$ cat src/rtl/triangular_stream_pkg.sv
// Shared types and helpers for the triangular extraction engine.
// Optional feature macro: TRI_TLAST_EN (end-of-matrix marker on the output stream).
package tri_pkg;

   // Matrix-wide mode. "pack" is the packed-output selector; the word packed is reserved.
   typedef struct packed {
      logic lower;
      logic strict;
      logic pack;
   } tri_mode_t;

   localparam tri_mode_t TRI_MODE_RESET = '0;   // upper, inclusive, full

   typedef enum logic {S_IDLE, S_STREAM} tri_state_t;

   // Returns 1 when element (row, col) belongs to the selected triangle.
   function automatic logic tri_keep(input int row, input int col, input tri_mode_t m);
      if (m.lower) return m.strict ? (col < row) : (col <= row);
      else         return m.strict ? (col > row) : (col >= row);
   endfunction

   // Returns 1 when (row, col) is the last kept element of a matrix in row-major order.
   // Upper triangles end in the last column; lower triangles end in the last row.
   // A negative coordinate means the triangle is empty for this shape.
   function automatic logic tri_last_kept(input int row, input int col, input tri_mode_t m,
                                          input int rows, input int cols);
      int lr;
      int lc;
      if (!m.lower) begin
         lc = cols - 1;
         lr = m.strict ? cols - 2 : cols - 1;
         if (lr > rows - 1) lr = rows - 1;
      end else begin
         lr = rows - 1;
         lc = m.strict ? rows - 2 : rows - 1;
         if (lc > cols - 1) lc = cols - 1;
      end
      return (lr >= 0) && (lc >= 0) && (row == lr) && (col == lc);
   endfunction

endpackage

$ cat src/rtl/triangular_stream_if.sv
// Input and output element streams of the triangular extraction engine.
interface triangular_stream_if #(parameter int DATA_WIDTH = 32) ();
   logic [DATA_WIDTH-1:0] in_tdata;
   logic                  in_tvalid;
   logic                  in_tready;
   logic [DATA_WIDTH-1:0] out_tdata;
   logic                  out_tvalid;
   logic                  out_tready;

   // Engine side
   modport slave  (input  in_tdata, in_tvalid, out_tready,
                   output in_tready, out_tdata, out_tvalid);
   // Producer/consumer side
   modport master (output in_tdata, in_tvalid, out_tready,
                   input  in_tready, out_tdata, out_tvalid);
endinterface

$ cat src/rtl/triangular_stream_index_counter.sv
// Row-major (row, col) position of the next input element within a matrix.
module tri_index_counter
   import tri_pkg::*;
#(
   parameter int ROWS = 4,
   parameter int COLS = 4,
   localparam int RW = $clog2((ROWS < 2) ? 2 : ROWS),
   localparam int CW = $clog2((COLS < 2) ? 2 : COLS)
)(
   input  logic          clk,
   input  logic          rst,
   input  logic          i_adv,
   output logic [RW-1:0] o_row,
   output logic [CW-1:0] o_col,
   output logic          o_first,
   output logic          o_last
);
   localparam logic [RW-1:0] ROW_MAX = RW'(ROWS - 1);
   localparam logic [CW-1:0] COL_MAX = CW'(COLS - 1);

   logic [RW-1:0] r_row;
   logic [CW-1:0] r_col;

   // Step one element per handshake; column wraps into the next row, last element wraps to (0,0).
   always_ff @(posedge clk) begin
      if (rst) begin
         r_row <= '0;
         r_col <= '0;
      end else if (i_adv) begin
         if (r_col == COL_MAX) begin
            r_col <= '0;
            r_row <= (r_row == ROW_MAX) ? '0 : r_row + 1'b1;
         end else begin
            r_col <= r_col + 1'b1;
         end
      end
   end

   assign o_row   = r_row;
   assign o_col   = r_col;
   assign o_first = (r_row == '0) && (r_col == '0);
   assign o_last  = (r_row == ROW_MAX) && (r_col == COL_MAX);
endmodule

$ cat src/rtl/triangular_stream.sv
// Streaming triangular extraction: row-major matrix in, upper/lower triangle out,
// packed or zero-filled, through a single backpressure-safe output register.
// Optional feature macro: TRI_TLAST_EN adds a registered out_tlast port.
module triangular_stream
   import tri_pkg::*;
#(
   parameter int ROWS       = 4,
   parameter int COLS       = 4,
   parameter int DATA_WIDTH = 32,
   localparam int RW = $clog2((ROWS < 2) ? 2 : ROWS),
   localparam int CW = $clog2((COLS < 2) ? 2 : COLS)
)(
   input  logic               clk,
   input  logic               rst,
   triangular_stream_if.slave strm,
   input  logic               mode_lower,
   input  logic               mode_strict,
   input  logic               mode_packed,
   output logic               busy
`ifdef TRI_TLAST_EN
   ,
   output logic               out_tlast
`endif
);
   logic [RW-1:0]         w_row;
   logic [CW-1:0]         w_col;
   logic                  w_first, w_last;
   logic                  w_in_hs, w_keep, w_emit;
   tri_mode_t             w_pin_mode, w_mode, r_mode;
   tri_state_t            r_state, w_state_nxt;
   logic [DATA_WIDTH-1:0] r_out_data;
   logic                  r_out_valid;

   tri_index_counter #(.ROWS(ROWS), .COLS(COLS)) u_idx (
      .clk     (clk),
      .rst     (rst),
      .i_adv   (w_in_hs),
      .o_row   (w_row),
      .o_col   (w_col),
      .o_first (w_first),
      .o_last  (w_last)
   );

   // Accept whenever the output register is empty or being drained this cycle.
   assign strm.in_tready = !r_out_valid || strm.out_tready;
   assign w_in_hs        = strm.in_tvalid && strm.in_tready;

   // The first element of a matrix uses the pins directly; the rest use the latched copy.
   assign w_pin_mode = '{lower: mode_lower, strict: mode_strict, pack: mode_packed};
   assign w_mode     = w_first ? w_pin_mode : r_mode;
   assign w_keep     = tri_keep(int'(w_row), int'(w_col), w_mode);
   assign w_emit     = w_in_hs && (w_keep || !w_mode.pack);

   // Latch the mode at the start of each matrix.
   always_ff @(posedge clk) begin
      if (rst)                      r_mode <= TRI_MODE_RESET;
      else if (w_in_hs && w_first)  r_mode <= w_pin_mode;
   end

   // Idle/stream state register.
   always_ff @(posedge clk) begin
      if (rst) r_state <= S_IDLE;
      else     r_state <= w_state_nxt;
   end

   // Enter STREAM on the first element, leave on the last (1x1 matrices never leave IDLE).
   always_comb begin
      w_state_nxt = r_state;
      case (r_state)
         S_IDLE:   if (w_in_hs && !w_last) w_state_nxt = S_STREAM;
         S_STREAM: if (w_in_hs &&  w_last) w_state_nxt = S_IDLE;
         default:  w_state_nxt = S_IDLE;
      endcase
   end

   assign busy = (r_state == S_STREAM);

   // Output register: load on emit, otherwise clear valid once the consumer takes it.
   always_ff @(posedge clk) begin
      if (rst) begin
         r_out_valid <= 1'b0;
         r_out_data  <= '0;
      end else if (w_emit) begin
         r_out_valid <= 1'b1;
         r_out_data  <= w_keep ? strm.in_tdata : '0;
      end else if (strm.out_tready) begin
         r_out_valid <= 1'b0;
      end
   end

   assign strm.out_tvalid = r_out_valid;
   assign strm.out_tdata  = r_out_data;

`ifdef TRI_TLAST_EN
   logic w_tlast;
   logic r_out_last;

   // Full mode ends on the last element; packed mode ends on the last kept one.
   assign w_tlast = w_mode.pack ? tri_last_kept(int'(w_row), int'(w_col), w_mode, ROWS, COLS)
                                : w_last;

   // End-of-matrix flag travels with the data register.
   always_ff @(posedge clk) begin
      if (rst)         r_out_last <= 1'b0;
      else if (w_emit) r_out_last <= w_tlast;
   end

   assign out_tlast = r_out_last;
`endif
endmodule

$ cat src/flat_wrapper.sv
// flat-port wrapper written by rule: the top's interface ports become plain ports
module triangular_stream_flat import tri_pkg::*;
#(
   parameter int ROWS       = 4,
   parameter int COLS       = 4,
   parameter int DATA_WIDTH = 32,
   localparam int RW = $clog2((ROWS < 2) ? 2 : ROWS),
   localparam int CW = $clog2((COLS < 2) ? 2 : COLS)
)
  (clk, rst, mode_lower, mode_strict, mode_packed, busy, strm_in_tdata, strm_in_tvalid, strm_out_tready, strm_in_tready, strm_out_tdata, strm_out_tvalid);
  triangular_stream_if #(.DATA_WIDTH(DATA_WIDTH)) strm_i ();
  input  logic clk;
  input  logic rst;
  input  logic mode_lower;
  input  logic mode_strict;
  input  logic mode_packed;
  output logic busy;
  input wire logic [$bits(strm_i.in_tdata)-1:0] strm_in_tdata;
  input wire logic [$bits(strm_i.in_tvalid)-1:0] strm_in_tvalid;
  input wire logic [$bits(strm_i.out_tready)-1:0] strm_out_tready;
  output wire logic [$bits(strm_i.in_tready)-1:0] strm_in_tready;
  output wire logic [$bits(strm_i.out_tdata)-1:0] strm_out_tdata;
  output wire logic [$bits(strm_i.out_tvalid)-1:0] strm_out_tvalid;
  assign strm_i.in_tdata = strm_in_tdata;
  assign strm_i.in_tvalid = strm_in_tvalid;
  assign strm_i.out_tready = strm_out_tready;
  assign strm_in_tready = strm_i.in_tready;
  assign strm_out_tdata = strm_i.out_tdata;
  assign strm_out_tvalid = strm_i.out_tvalid;
  triangular_stream #(.ROWS(ROWS), .COLS(COLS), .DATA_WIDTH(DATA_WIDTH)) u_core (.clk(clk), .rst(rst), .strm(strm_i), .mode_lower(mode_lower), .mode_strict(mode_strict), .mode_packed(mode_packed), .busy(busy));
endmodule
$ cat config.mk
export PLATFORM = sky130hd
export DESIGN_NAME = triangular_stream_flat
export DESIGN_NICKNAME = d
export VERILOG_FILES = /design/src/rtl/triangular_stream_pkg.sv /design/src/rtl/triangular_stream_if.sv /design/src/rtl/triangular_stream_index_counter.sv /design/src/rtl/triangular_stream.sv /design/src/flat_wrapper.sv
export SDC_FILE = /design/constraint.sdc
export NUM_CORES = 1
export LEC_CHECK = 0
export ABC_AREA = 1
export CORE_UTILIZATION = 27
export CTS_CLUSTER_DIAMETER = 60
export DETAILED_ROUTE_END_ITERATION = 10
export PLACE_DENSITY_LB_ADDON = 0.08
export RECOVER_POWER = 100
export SLEW_MARGIN = 20
export SYNTH_ARGS = -nofsm -noshare
export SYNTH_HDL_FRONTEND = slang
export SYNTH_SLANG_ARGS = --single-unit
export TNS_END_PERCENT = 50
$ cat constraint.sdc
create_clock -name clk -period 1.6 [get_ports clk]
set_clock_uncertainty 0.1 [all_clocks]
set_input_delay 0.24 -clock clk [delete_from_list [all_inputs] [get_ports clk]]
set_output_delay 0.24 -clock clk [all_outputs]
set_load 0.01 [all_outputs]
; ---- Yosys cells after proc, flatten, opt, wreduce, memory -nomap -nowiden
; Cells that the tools add are included.
[word_totals]
regBits = 41
wordCells = 45
[op_classes]
addsub = 2
order_cmp = 4
eq_ne = 2
n_mux = 12
bitwise_logic = 1
n_reduce_logical = 16
[ops]
columns = operator, count
row1 = $mux W32, 1
row2 = $logic_and A1 B1 Y1, 7
row3 = $mux W1, 7
row4 = $add A2 B1 Y2 const B, 2
row5 = $eq A2 B2 Y1 const B, 2
row6 = $logic_not A2 Y1, 2
row7 = $mux W2, 2
row8 = $logic_not A1 Y1, 3
row9 = $mux W3, 1
row10 = $ge A2 B2 Y1, 1
row11 = $gt A2 B2 Y1, 1
row12 = $le A2 B2 Y1, 1
row13 = $logic_or A1 B1 Y1, 2
row14 = $lt A2 B2 Y1, 1
row15 = $pmux W1 S2, 1
row16 = $reduce_and A2 Y1, 1
row17 = $reduce_bool A2 Y1, 1
row18 = $not A1 Y1, 1

; ---- Longest topological paths before layout
[depth]
ltp_word = 8
depth_mapped = 13

; ---- By module
; From an unflattened synthesis, not the netlist that was laid out.
[unflattened]
cells_unflattened = 230
area_unflattened_um2 = 2154.6
[by_module_without_submodules]
columns = module, instances, cells_each, area_per_inst_um2, seq_area_each_um2
row1 = triangular_stream, 1, 193, 1909.3, 740.7
row2 = tri_index_counter, 1, 37, 245.2, 80.1

; ---- Least setup slack after synthesis
; Ideal clock, no wire load.
[synth_path]
path_kind = flip-flop to flip-flop
startpoint = register u_core.u_idx.r_row[0], in the netlist u_core.u_idx.o_row[0]
endpoint = register u_core.r_out_data[11], in the netlist u_core.strm.out_tdata[11]
arrival_ns = 1.426
required_time_ns = 1.431
slack_ns = 0.005
path_stages_with_launch = 11
path_buffers = 1
period_less_slack_ns = 1.595
cell_sequence = dfxtp_1 inv_1 ha_1 nand2_2 inv_2 o21ai_0 nand3_2 nand2_4 buf_6 nand2_1 a21oi_2
[synth_between]
elab_chain_cells = 7
[synth_rtl]
columns = element, line
row1 = start: declaration, triangular_stream_index_counter.sv:21  ; logic [RW-1:0] r_row;
row2 = start signal: assignment, triangular_stream_index_counter.sv:32  ; r_row <= (r_row == ROW_MAX) ? '0 : r_row + 1'b1;
row3 = $logic_not A2 Y1, triangular_stream_index_counter.sv:41  ; assign o_first = (r_row == '0) && (r_col == '0);
row4 = $logic_and A1 B1 Y1, triangular_stream_index_counter.sv:41
row5 = $mux W3, triangular_stream.sv:50  ; assign w_mode = w_first ? w_pin_mode : r_mode;
row6 = $mux W1 (on tied branches), "triangular_stream_pkg.sv:19, triangular_stream_pkg.sv:18"
row7 = $mux W1, triangular_stream_pkg.sv:18  ; if (m.lower) return m.strict ? (col < row) : (col <= row);
row8 = $logic_or A1 B1 Y1, triangular_stream.sv:52  ; assign w_emit = w_in_hs && (w_keep || !w_mode.pack);
row9 = $logic_and A1 B1 Y1, triangular_stream.sv:52
row10 = end signal: assignment, triangular_stream.sv:85  ; r_out_data <= w_keep ? strm.in_tdata : '0;
row11 = end: declaration, triangular_stream.sv:31  ; logic [DATA_WIDTH-1:0] r_out_data;
; Parallel ways exist; a longest one is shown, timed or not.
; A chain may end at the register's enable or synchronous reset.

; ---- Worst setup path in the final report
[layout_path]
startpoint = register u_core.u_idx.r_row[1], in the netlist u_core.u_idx.o_row[1]
endpoint = register u_core.r_out_data[22], in the netlist u_core.strm.out_tdata[22]
; The elaborated chain is that of the path after synthesis.

==> flow_summary.toml <==
[run_status]
status = "finished, violations left"
violations = "negative setup slack"

[timing]
finalHoldViolCount = 0
fin_crit_ps = 1670
min_period_over_period_pct = 104
layout_setup_ws_ps = -69.6
timing.fmax_ghz = 0.599
drv_slew = 0
rsz0062_at_grt = "yes"
finalSetupViolCount = 32
slew_headroom_pct = 85.9
tightest_slew_ps = 211
fin_tns_setup_ps = -1400

[place]
dp_cells = 365
portBuffers = 73
place_congestion = 0.768
place_hpwl_um = 3150

[pwr]
p_sw_uw = 848
p_clk_share_pct = 22.6
pwr-share-seq_pct = 42.2
switching_share_pct = 30.6
pwr-share-comb_pct = 35.2
p_leak_nw = 1.12
power_density_mw_per_mm2 = 927
p_int_mw = 1.92
peakVddDrop_mv = 0.414
fin_total_pwr_mw = 2.77

[clock_network]
cts_tree = "built"
clk_latency_ps = 280
cts_buffers = 5
cts-root-buf = "clkbuf_8"
htreeDepth = 2
ctsHoldBuffers = 0
clock_path_buffers = 2
cts_num_sinks = 41
path_clk_slew_ps = 80

[detailed_routing]
drt_first_pass_iters = 4
dr.first_iter.drc_count = 18
via_per_inst = 4.54
wl_um = 4840
vias = 1704
drc_errors = 0
final_antenna_net_count = 0
post_drt_wl_per_cell_um = 12.9

[grt]
grt_pass1_vias = 1576
antenna_found_initial = 0
gr-usage-met1_pct = 17.3
gr-usage-met2_pct = 24.8
top_usage_layer = "met2"
grt_pass1_wl_um = 7330
grtUsageTotal_pct = 14.5
grt_max_degree = 24
gr-total-overflow = 0
grt_util_met3_pct = 4.00

[min_path]
min_path_type = "reg -> reg"
worst_hold_path.num_cells = 2
worstHoldStart = "u_core.strm.out_tdata[7]"
min_to = "u_core.strm.out_tdata[7]"

[layout]
fill_cells = 615
final_util_pct = 49.6
area_growth_pct = 74.2
antenna-diode-count = 0
multi_input_area_um2 = 905
drive_above_1_share_pct = 25.3
fin_nets = 346
fin_cells = 375
seq_area_um2 = 828

[critical_path]
worstSetupStartpointType = "flop"
r2r-start = "u_core.u_idx.o_row[1]"
crit_type = "reg -> reg"
critical_path.slowest_cell = "dfxtp_2"
max_stage_delay_ps = 360
crit_chain = "inv_4, ha_4, nand2_2, nand2_2, nand2_1, nand2_1, nand2_2, nand3_4, nand2_8, clkbuf_16, nand2_1, a21oi_1"
worstPathRequired_ps = 1720
worstRegToRegCells = 12
cp-end-kind = "flop"
worstPathMaxFanout = 8
cp.arrival_ps = 1790
r2r_slack_ps = -70
critical-path-top-delay-family = "simple AND/OR/NAND/NOR gates"
crit_buf_inv = 2
r2r_end = "u_core.strm.out_tdata[22]"

[logic_synthesis]
avgSynthCellArea_um2 = 8.01
ys_types = 19
syn_inst = 214
synth_nets = 259
ys_ff_latch = 41
ys.warnings.count = 0
syn_area_mm2 = 0.00171
synth_area_leader_cell = "dfxtp_1"
netlist_top_cells_area = "dfxtp_1, a21oi_1, nand2_1, nand3_1, ha_1"
ys_seq_area_share_pct = 47.9
netlist.area_leader.share_pct = 47.9

[floorplan]
io_pins = 74
start_util_pct = 28.4
coreArea_mm2 = 0.00603
dieArea_mm2 = 0.00667
dieHeight_um = 81.7
die_width_um = 81.7
row_count = 28

[flow_run]
maxCapViolations = 0
[flip-flops by register name, indices dropped and copies added, names as in the netlist, named ones only]
signal                  cells
u_core.strm.out_tdata      32
u_core.u_idx.o_col          2
u_core.strm.out_tvalid      1
u_core.r_mode               3
u_core.u_idx.o_row          2
[stage by stage]
step	cell area (um2)	hold slack [ps]	setup slack (ps)
6_report	2990	360	-69.6
3_3_place_gp	2660	346	-127
2_1_floorplan	1710	304	5.02
3_5_place_dp	2660	347	-134
4_1_cts	2800	362	-46.5
5_1_grt	2990	380	-190
[worst max-delay path by stage]
stage	from	endpoint	slack (ps)	cells after the start
global placement	u_core.u_idx.o_col[1]	u_core.strm.out_tdata[9]	-130	10
detailed placement	u_core.u_idx.o_col[1]	u_core.strm.out_tdata[25]	-130	10
floorplan	u_core.u_idx.o_row[0]	u_core.strm.out_tdata[11]	5	10
global route	u_core.u_idx.o_row[1]	u_core.strm.out_tdata[15]	-190	12
CTS	u_core.u_idx.o_row[1]	u_core.strm.out_tdata[25]	-50	9
finish	u_core.u_idx.o_row[1]	u_core.strm.out_tdata[22]	-70	12
[power by group through the flow]
stage | Clock, mW | Sequential, mW | Combinational, mW
floorplan | 0 | 1.22 | 0.378
global placement | 0 | 1.18 | 0.834
detailed placement | 0 | 1.18 | 0.837
CTS | 0.655 | 1.17 | 0.870
global route | 0.706 | 1.18 | 1.06
finish | 0.625 | 1.17 | 0.975
[layout make-up]
cell class              instances  area share [%]
clock buffers                   5            2.30
inverters                      15            1.97
flip-flops and latches         41            27.7
well taps                      75            3.14
multi-input cells             145            30.3
clock inverters                 1           0.168
repair buffers                 93            34.4
[cells in the final DEF, fill, tap and decap left out]
master / synthesis / final
ha_2: 0 / 1
nand2_8: 0 / 1
inv_1: 13 / 10
dfxtp_2: 0 / 3
clkbuf_16: 0 / 3
clkdlybuf4s25_1: 0 / 4
buf_12: 0 / 7
dlygate4sd2_1: 0 / 1
ha_1: 6 / 3
ha_4: 0 / 2
nand3_4: 0 / 1
a211oi_1: 2 / 2
buf_6: 3 / 2
inv_2: 2 / 4
nand3_2: 1 / 1
a21oi_2: 5 / 18
clkinv_2: 0 / 1
dfxtp_4: 0 / 1
nand2_2: 4 / 11
nand2_4: 1 / 5
clkbuf_4: 1 / 1
nand3_1: 35 / 34
nand2_1: 47 / 35
o21ai_2: 0 / 1
clkdlybuf4s50_1: 0 / 68
o21ai_0: 5 / 4
nor2_1: 3 / 3
inv_4: 0 / 1
buf_4: 3 / 7
clkbuf_8: 0 / 5
dfxtp_1: 41 / 37
a21oi_1: 36 / 23
[tightest hold or removal path: stages, from the launching register on]
cell	delay, ps
dfxtp_1	310
nand2_1	60
a21oi_1	50
[cells by family after synthesis]
family / Yosys count / share of synthesized area, %
AO/OA/AOI/OAI: 48 / 15.4
buffers and inverters: 28 / 8.47
adder cells (fa/ha/maj): 6 / 4.38
AND/OR/NAND/NOR: 91 / 23.9
flip-flops: 41 / 47.9
[per-layer routing]
| metal | part of all wire (%) | vias to the layer above |
|---|---|---|
| li1 | - | 880 |
| met1 | 46 | 780 |
| met2 | 48 | 39 |
| met3 | 5.1 | 5 |
| met4 | 0.87 | 0 |
| met5 | 0 | - |
[synth_stat cells]
cell type and number:
nand3_2 1, clkbuf_1 4, ha_1 6, nand3_1 35, inv_2 2, inv_1 13, nand2_1 47, o21ai_0 5
buf_2 2, a21oi_1 36, a21oi_2 5, buf_4 3, a211oi_1 2, nand2_4 1, nand2_2 4, dfxtp_1 41
clkbuf_4 1, nor2_1 3, buf_6 3
[timing repair]
item / CTS / global route
pin swaps: 1 / 5
gates cloned: 0 / 3
setup buffers: 1 / 0
resized for setup: 23 / 33
setup endpoints to repair: 34 / 33
Note: power is estimated with default switching activity, not from simulation.
